--- src/rtl/hazard_scoreboard.sv ---
// -----------------------------------------------------------------------------
// hazard_scoreboard
//
// Decode-stage hazard unit for the 5-stage MIPS core. A per-register latency
// scoreboard records how many cycles remain until each in-flight result can be
// forwarded into E. A separate counter tracks how long the multiply/divide
// unit stays busy. A small FSM drains the pipeline before a syscall and then
// holds fetch/decode for a fixed number of cycles after it.
//
// Handshake: an instruction in D is offered with issue_valid_d. It issues on
// the rising edge at which issue_valid_d = 1 and stall_d = 0. While stall_d = 1,
// the D inputs must be held stable. Scoreboard and MDU updates happen only on
// the issuing edge.
//
// Ports
//   clk, rst_n          clock (rising edge), asynchronous active-low reset
//   issue_valid_d       a valid instruction occupies D
//   rs_d / rs_used_d    source A address and its use flag
//   rt_d / rt_used_d    source B address and its use flag
//   dest_d/reg_write_d  destination register and its write flag
//   result_lat_d        cycles until the result is forwardable to E
//   branch_d            operands are consumed in D (branch / jr)
//   mdu_op_d            instruction occupies the multiply/divide unit
//   syscall_d           syscall in D
//   stall_f, stall_d    hold PC / hold the F/D register
//   flush_e             insert a bubble into D/E
//   pending             bit r set while cnt[r] != 0
//   mdu_busy            MDU counter nonzero
//   sys_state_dbg       syscall FSM state (0 IDLE, 1 DRAIN, 2 HOLD)
// -----------------------------------------------------------------------------
module hazard_scoreboard #(
  parameter int REG_ADDR_W   = 5,
  parameter int LAT_W        = 3,
  parameter int MDU_LAT      = 4,
  parameter int SYSCALL_HOLD = 2
) (
  input  logic                       clk,
  input  logic                       rst_n,
  input  logic                       issue_valid_d,
  input  logic [REG_ADDR_W-1:0]      rs_d,
  input  logic [REG_ADDR_W-1:0]      rt_d,
  input  logic                       rs_used_d,
  input  logic                       rt_used_d,
  input  logic [REG_ADDR_W-1:0]      dest_d,
  input  logic                       reg_write_d,
  input  logic [LAT_W-1:0]           result_lat_d,
  input  logic                       branch_d,
  input  logic                       mdu_op_d,
  input  logic                       syscall_d,
  output logic                       stall_f,
  output logic                       stall_d,
  output logic                       flush_e,
  output logic [2**REG_ADDR_W-1:0]   pending,
  output logic                       mdu_busy,
  output logic [1:0]                 sys_state_dbg
);

  localparam int NREG   = 2**REG_ADDR_W;
  localparam int HOLD_W = (SYSCALL_HOLD < 2) ? 1 : $clog2(SYSCALL_HOLD + 1);

  typedef enum logic [1:0] {
    SYS_IDLE  = 2'd0,
    SYS_DRAIN = 2'd1,
    SYS_HOLD  = 2'd2
  } sys_state_e;

  // ---------------------------------------------------------------------------
  // State
  // ---------------------------------------------------------------------------
  logic [LAT_W-1:0]  cnt_q [NREG];
  logic [LAT_W-1:0]  cnt_d [NREG];
  logic [LAT_W-1:0]  mdu_cnt_q, mdu_cnt_d;
  sys_state_e        state_q, state_d;
  logic [HOLD_W-1:0] hold_q, hold_d;

  // ---------------------------------------------------------------------------
  // Status views of the counters
  // ---------------------------------------------------------------------------
  logic any_pending;
  logic mdu_busy_w;

  always_comb begin
    pending = '0;
    for (int r = 1; r < NREG; r++) begin
      pending[r] = (cnt_q[r] != '0);
    end
  end

  assign any_pending = |pending;
  assign mdu_busy_w  = (mdu_cnt_q != '0);
  assign mdu_busy    = mdu_busy_w;

  // ---------------------------------------------------------------------------
  // Hazard checks
  // ---------------------------------------------------------------------------
  // A normal consumer picks its operand up from M or W on entry to E, so one
  // remaining cycle is still fine. A branch reads in D and needs the value
  // already sitting in M, so the entry must be zero.
  function automatic logic src_blocked(input logic             used,
                                       input logic             nonzero,
                                       input logic [LAT_W-1:0] lat,
                                       input logic             br);
    if (!used || !nonzero) begin
      return 1'b0;
    end
    return br ? (lat != '0) : (lat > LAT_W'(1));
  endfunction

  logic [LAT_W-1:0] rs_lat, rt_lat, dest_lat;
  logic             raw_stall, waw_stall, mdu_stall, core_hz;
  logic             sys_stall, hz, hold_active, issue;

  assign rs_lat   = cnt_q[rs_d];
  assign rt_lat   = cnt_q[rt_d];
  assign dest_lat = cnt_q[dest_d];

  // When rs_d == rt_d both terms evaluate identically, so the OR is one check.
  assign raw_stall = issue_valid_d &&
                     (src_blocked(rs_used_d, rs_d != '0, rs_lat, branch_d) ||
                      src_blocked(rt_used_d, rt_d != '0, rt_lat, branch_d));

  // A younger write must not land before an older in-flight write to the
  // same register.
  assign waw_stall = issue_valid_d && reg_write_d && (dest_d != '0) &&
                     (dest_lat > result_lat_d);

  assign mdu_stall = issue_valid_d && mdu_op_d && mdu_busy_w;

  assign core_hz     = raw_stall || waw_stall || mdu_stall;
  assign hold_active = (state_q == SYS_HOLD);
  assign hz          = core_hz || sys_stall;

  // Outputs are forced low while reset is asserted, independent of D inputs.
  assign stall_f = rst_n && (hz || hold_active);
  assign stall_d = rst_n && (hz || hold_active);
  assign flush_e = rst_n && hz && !hold_active;

  assign issue = issue_valid_d && !(hz || hold_active);

  // ---------------------------------------------------------------------------
  // Syscall drain/hold FSM
  // ---------------------------------------------------------------------------
  always_comb begin
    state_d   = state_q;
    hold_d    = hold_q;
    sys_stall = 1'b0;
    unique case (state_q)
      SYS_IDLE: begin
        if (issue_valid_d && syscall_d) begin
          if (any_pending || mdu_busy_w) begin
            sys_stall = 1'b1;
            state_d   = SYS_DRAIN;
          end else if (!core_hz) begin
            // Syscall issues this cycle.
            if (SYSCALL_HOLD > 0) begin
              state_d = SYS_HOLD;
              hold_d  = HOLD_W'(SYSCALL_HOLD);
            end
          end
        end
      end
      SYS_DRAIN: begin
        if (any_pending || mdu_busy_w) begin
          sys_stall = 1'b1;
        end else if (!core_hz) begin
          // Pipeline drained; the held syscall issues this cycle.
          if (SYSCALL_HOLD > 0) begin
            state_d = SYS_HOLD;
            hold_d  = HOLD_W'(SYSCALL_HOLD);
          end else begin
            state_d = SYS_IDLE;
          end
        end
      end
      SYS_HOLD: begin
        // The cycle with the counter at 1 is the last frozen cycle.
        if (hold_q <= HOLD_W'(1)) begin
          state_d = SYS_IDLE;
          hold_d  = '0;
        end else begin
          hold_d = hold_q - HOLD_W'(1);
        end
      end
      default: begin
        state_d = SYS_IDLE;
        hold_d  = '0;
      end
    endcase
  end

  assign sys_state_dbg = state_q;

  // ---------------------------------------------------------------------------
  // Counter next state
  // ---------------------------------------------------------------------------
  always_comb begin
    for (int r = 0; r < NREG; r++) begin
      cnt_d[r] = (cnt_q[r] != '0) ? cnt_q[r] - LAT_W'(1) : '0;
      if (r == 0) begin
        cnt_d[r] = '0;
      end else if (issue && reg_write_d && (dest_d == REG_ADDR_W'(r))) begin
        // Issue load wins over the decrement of the same entry.
        cnt_d[r] = result_lat_d;
      end
    end
  end

  always_comb begin
    mdu_cnt_d = mdu_busy_w ? mdu_cnt_q - LAT_W'(1) : '0;
    if (issue && mdu_op_d) begin
      mdu_cnt_d = LAT_W'(MDU_LAT);
    end
  end

  // ---------------------------------------------------------------------------
  // Registers
  // ---------------------------------------------------------------------------
  always_ff @(posedge clk or negedge rst_n) begin
    if (!rst_n) begin
      for (int r = 0; r < NREG; r++) begin
        cnt_q[r] <= '0;
      end
      mdu_cnt_q <= '0;
      state_q   <= SYS_IDLE;
      hold_q    <= '0;
    end else begin
      for (int r = 0; r < NREG; r++) begin
        cnt_q[r] <= cnt_d[r];
      end
      mdu_cnt_q <= mdu_cnt_d;
      state_q   <= state_d;
      hold_q    <= hold_d;
    end
  end

endmodule

--- config.mk ---
export PLATFORM = sky130hd
export DESIGN_NAME = hazard_scoreboard
export DESIGN_NICKNAME = d
export VERILOG_FILES = /design/src/rtl/hazard_scoreboard.sv
export SDC_FILE = /design/constraint.sdc
export NUM_CORES = 1
export LEC_CHECK = 0
export BUFFER_PORTS_ARGS = -buffer_cell sky130_fd_sc_hd__buf_2
export CORE_MARGIN = 2
export CORE_UTILIZATION = 34
export DETAILED_ROUTE_END_ITERATION = 10
export GPL_TIMING_DRIVEN = 1
export MAX_ROUTING_LAYER = met4
export PLACE_DENSITY = 0.46
export REMOVE_ABC_BUFFERS = 1
export SLEW_MARGIN = 10
export SYNTH_ARGS = -nofsm -noshare
export SYNTH_HDL_FRONTEND = slang
export SYNTH_SLANG_ARGS = --single-unit
--- constraint.sdc ---
create_clock -name clk -period 5.4 [get_ports clk]
set_input_delay 0.54 -clock clk [delete_from_list [all_inputs] [get_ports clk]]
set_output_delay 0.54 -clock clk [all_outputs]
set_load 0.05 [all_outputs]
# After elaboration in Yosys (flattened, before gate mapping)
# Cells that the tools add are included.
# totals
regBits,100
latch_bits,0
mem_bits_rw,0
rom_bits,0
input_bits,27
wordCells,306
memories,0
# op_classes
addsub,33
multipliers,0
div,0
magnitude_cmp,7
eq_ne,36
shift,0
mux,95
bitwise,3
n_reduce_logical,98
# op_table
operator,n
$mux W3,70
$reduce_bool A3 Y1,34
$sub A3 B1 Y3 const B,32
$eq A5 B5 Y1 const B,16
$bmux W3 S5,3
$logic_and A1 B1 Y1,44
$eq A5 B4 Y1 const B,8
$reduce_or A31 Y1,1
$eq A5 B3 Y1 const B,4
$ge A6 B6 Y1 const B,3
$mux W2,9
$not A5 Y6,3
$reduce_bool A5 Y1,3
$pmux W2 S3,2
$eq A5 B2 Y1 const B,2
$mux W1,10
$logic_or A1 B1 Y1,8
$gt A3 B1 Y1 const B,2
$logic_not A1 Y1,6
$eq A5 B1 Y1 const B,1
$ne A2 B2 Y1 const B,2
$gt A3 B3 Y1,1
$reduce_and A3 Y1,1
$eq A2 B1 Y1 const B,1
6 further kinds,6

# Logic depth before layout (Yosys ltp)
# logic_depth
ltp_word,18
depth_mapped,15
depth_no_buf,12

# Least setup slack after synthesis
# OpenSTA, ideal clock, no wires.
# synth_path
path_type,in2out
start,input dest_d[0]
end,output flush_e
t_arrival_ns,4.929
setup_slack_ns,-0.069
path_stages,12
n_path_buf,2
path_cell_list,clkbuf_1 -> buf_1 -> mux4_2 -> mux4_2 -> mux2_2 -> ha_1 -> nand3_1 -> nand3_1 -> o22ai_1 -> a211oi_1 -> a21o_1 -> a21boi_0
# synth_between
elab_chain_len,11
# synth_rtl
element,line,text
start: declaration,44,"input logic [REG_ADDR_W-1:0] dest_d,"
$not A5 Y6 (implied by the code),115,assign dest_lat = cnt_q[dest_d];
$bmux W3 S5,115,
$mux W3 (implied by the code) (2 in a row),115,
$gt A3 B3 Y1,125,(dest_lat > result_lat_d);
$logic_and A1 B1 Y1 (*),124,assign waw_stall = issue_valid_d && reg_write_d && (dest_d != '0) &&
$logic_or A1 B1 Y1 (*) (2 in a row),129,assign core_hz = raw_stall || waw_stall || mdu_stall;
$logic_or A1 B1 Y1 (*),131,assign hz = core_hz || sys_stall;
$logic_and A1 B1 Y1 (*) (2 in a row),136,assign flush_e = rst_n && hz && !hold_active;
end: declaration,52,"output logic flush_e,"
# Mark *: on every way between the ends. The rest lies on a longest branch, timed or not. The select of a mux whose other input is x is not followed.

# Final worst setup path
# layout_path
start,input dest_d[0]
end,output stall_d
# layout_between
elab_chain_len,11
# layout_rtl
element,line,text
$not A5 Y6 (implied by the code),115,
$bmux W3 S5,115,
$mux W3 (implied by the code) (2 in a row),115,
$gt A3 B3 Y1,125,
$logic_and A1 B1 Y1 (*),124,
$logic_or A1 B1 Y1 (*) (2 in a row),129,
$logic_or A1 B1 Y1 (*),131,
$logic_or A1 B1 Y1 (*),135,assign stall_d = rst_n && (hz || hold_active);
$logic_and A1 B1 Y1 (*),135,
end: declaration,51,"output logic stall_d,"
# Marked as above.

==> impl_results.md <==
* Outcome: completed
* CP Launch Type: input pin
* Nets@finish at 947
* Initial Utilization at 34.9%
* Initial antenna violation count at 0
* Final number of max-transition violations at 0
* CP top delay family: multiplexers
* Syn-to-layout area delta at 11.0%
* Post-Syn Area at 7960 sq um
* Die X at 157 um
* Setup crit end kind: output pin
* Most frequent cells in the layout: inv_1, dfrtp_1, mux2_2
* Worst-Skew Late Latency at 0.37 ns
* Syn_area_per_cell at 9.74 sq um
* Slack of the critical path at 0.502 ns
* HPWL after DPL at 17.4 mm
* Vias in the first global route at 6168
* Peak Freq at 204 MHz
* Drt first pass iters at 4
* Compound-Gate Fraction of Synth Area at 7.66%
* Placed inst area at 8520 sq um
* Root buffer cell: clkbuf_16
* CP Max Fanout at 33
* Hold crit path type: input pin to asynchronous set/reset pin
* CTS max path bufs at 2
* Io pins at 65
* Ys flop type: dfrtp_1
* CTS resizes at 0
* Routed len/inst at 21.1 um
* Leakage at 4.67 nW
* Max_cap viols at 0
* Fraction of registers with async set/reset at 100%
* Die ar. at 24600 sq um
* # setup viols final at 0
* First-pass GRT wire length at 38.3 mm
* Worst Max-Slew Pin Slew at 1.28 ns
* Fillcell total at 2300
* Final TNS setup at 0 ns
* Xor/xnor share of the synthesized area at 0%
* GRT Total Usage at 21.4%
* DP Worst Slack at 0.484 ns
* Initial DRC count at 580
* # DRC at 0
* CTS tree: built
* CP cell instances: buf_2, mux4_2, mux4_2, mux2_2, ha_1, a21o_1, a21oi_1, o22ai_1, a2111oi_4, buf_4, nor2b_1, buf_2
* Peak VDD IR at 0.196 mV
* Worst Path Required at 4.86 ns
* Via Count at 6230
* RSZ-0062 raised after global routing: false
* Largest stage delay, worst path at 0.66 ns
* PD cells at 369 nW/um^2
* H-tree levels at 3
* PortBufs at 63
* Mux cell area share after synthesis at 28.3%
* Crit Path Class: input pin to output pin
* Largest family of logic cells by synthesized area: multiplexers
* Post-CTS setup buffers at 0
* Routability cong. at 0.865
* GR Overflow Total at 0
* Worst Path Arrival at 4.36 ns
* Post-layout util at 38.8%
* Post-synthesis simple-gate area fraction at 14.4%
* Core area at 22800 sq um
* Number of synthesized register bits at 100
* Yosys warnings at 0
* Clock Pin Slew Worst Setup and Hold Paths at 0.07 ns
* Cell variety after synth at 53
* Skew final at 0.0143 ns
* Rel. slew slack at 14.6%
* Post-synth EDFFs at 0
* Most common cell after layout, fill and taps aside: inv_1
* CTS sink count at 100
* WL final at 24.7 mm
* Design area at 8830 sq um
* Die Y at 157 um
* Number of routed nets with antenna violations at 0
* Slowest CP cell: buf_2
* Post-Synth Adder-Cell Area at 10.5%
* CTS Buf Count at 9
* Hold Fails Final Rpt at 0
* Vias/cell at 5.32
* Final period utilization at 90.7%
* Cells after synthesis at 817
* Layout cells sized above 1 at 26.9%
* Seq/Total Area, Yosys at 31.5%
* Largest net degree at the start of global routing at 63
* Ant. Diodes at 0
* # rows at 55
* Hold-fix buffers at CTS at 0
* Fin crit period at 4.90 ns
* Worst path bufs/invs at 3
* Hold_ws at 0.160 ns
cell families after synthesis:
logic type / Yosys count
buf+inv: 150
mux: 160
other cells: 1
simple gates: 243
fa+ha+maj: 67
flops: 100
compound gates: 96
synthesized netlist by cell type (4+ instances only):
master | n | area share [%]
nor2b_1 | 7 | 0.55
nor3b_1 | 4 | 0.38
ha_1 | 67 | 11
nor3_1 | 18 | 1.1
buf_2 | 10 | 0.63
a211oi_1 | 9 | 0.85
a21oi_1 | 20 | 1.3
buf_4 | 5 | 0.47
nand3_1 | 6 | 0.38
nand2_1 | 54 | 2.5
nor2_1 | 94 | 4.4
dfrtp_1 | 100 | 31
mux2i_1 | 17 | 2.1
mux4_2 | 42 | 12
nand4_1 | 39 | 3.1
inv_1 | 103 | 4.9
o21ai_0 | 37 | 2.3
clkbuf_1 | 25 | 1.2
a31oi_1 | 4 | 0.31
mux2_2 | 99 | 14
buf_1 | 6 | 0.28
power by group:
group	total, W	internal [W]	switching (W)
combinational	0.00153	0.000484	0.00105
clock	0.000709	0.000381	0.000328
sequential	0.00102	0.000853	0.000163
flip-flops by register name, indices dropped and copies added (netlist names):
name and flops:
hold_q 2, mdu_cnt_q 3, sys_state_dbg 2, cnt_q 93
final timing paths:
kind	start	endpoint	slack [ns]	depth (start not counted)
min reg2reg	mdu_cnt_q[0]	mdu_cnt_q[0]	0.46	1
max reg2reg	cnt_q[13]	cnt_q[44]	1.48	11
min	rst_n	hold_q[0]	0.16	1
max in group asynchronous	rst_n	cnt_q[85]	3.94	2
min in group clk	mdu_cnt_q[0]	mdu_cnt_q[0]	0.46	1
max	dest_d[0]	stall_d	0.50	12
worst reg2reg max path, delay by kind of cell (launching register included):
kind | cells | cell delay, ns
buffers and inverters | 1 | 0.43
AO/OA/AOI/OAI | 4 | 0.65
adder cells (fa/ha/maj) | 1 | 0.30
flip-flops | 1 | 0.46
AND/OR/NAND/NOR | 1 | 0.28
multiplexers | 4 | 1.68
per-stage QoR:
stage                     instances  total power (W)
after floorplan                 770          0.00204
final                          1171          0.00326
after global routing           1171          0.00346
after detailed placement       1155          0.00256
after CTS                      1171          0.00328
after global placement         1155          0.00256
final cells by class:
type / instances / area, sq um / share of cell area (%)
inverters: 103 / 387 / 4.38
repair buffers: 72 / 385 / 4.36
clock inverters: 6 / 73.8 / 0.836
flip-flops and latches: 100 / 2500 / 28.3
clock buffers: 10 / 239 / 2.71
well taps: 313 / 392 / 4.43
multi-input cells: 567 / 4850 / 54.9
metal layers:
layer | part of all wire (%) | track usage (%) | vias to the layer above
li1 | - | - | 2934
met1 | 46 | 29.3 | 3109
met2 | 48 | 33.9 | 168
met3 | 4.9 | 3.11 | 19
met4 | 1.2 | 4.59 | 0
met5 | 0 | - | -
Note: power is estimated with default switching activity, not from simulation.
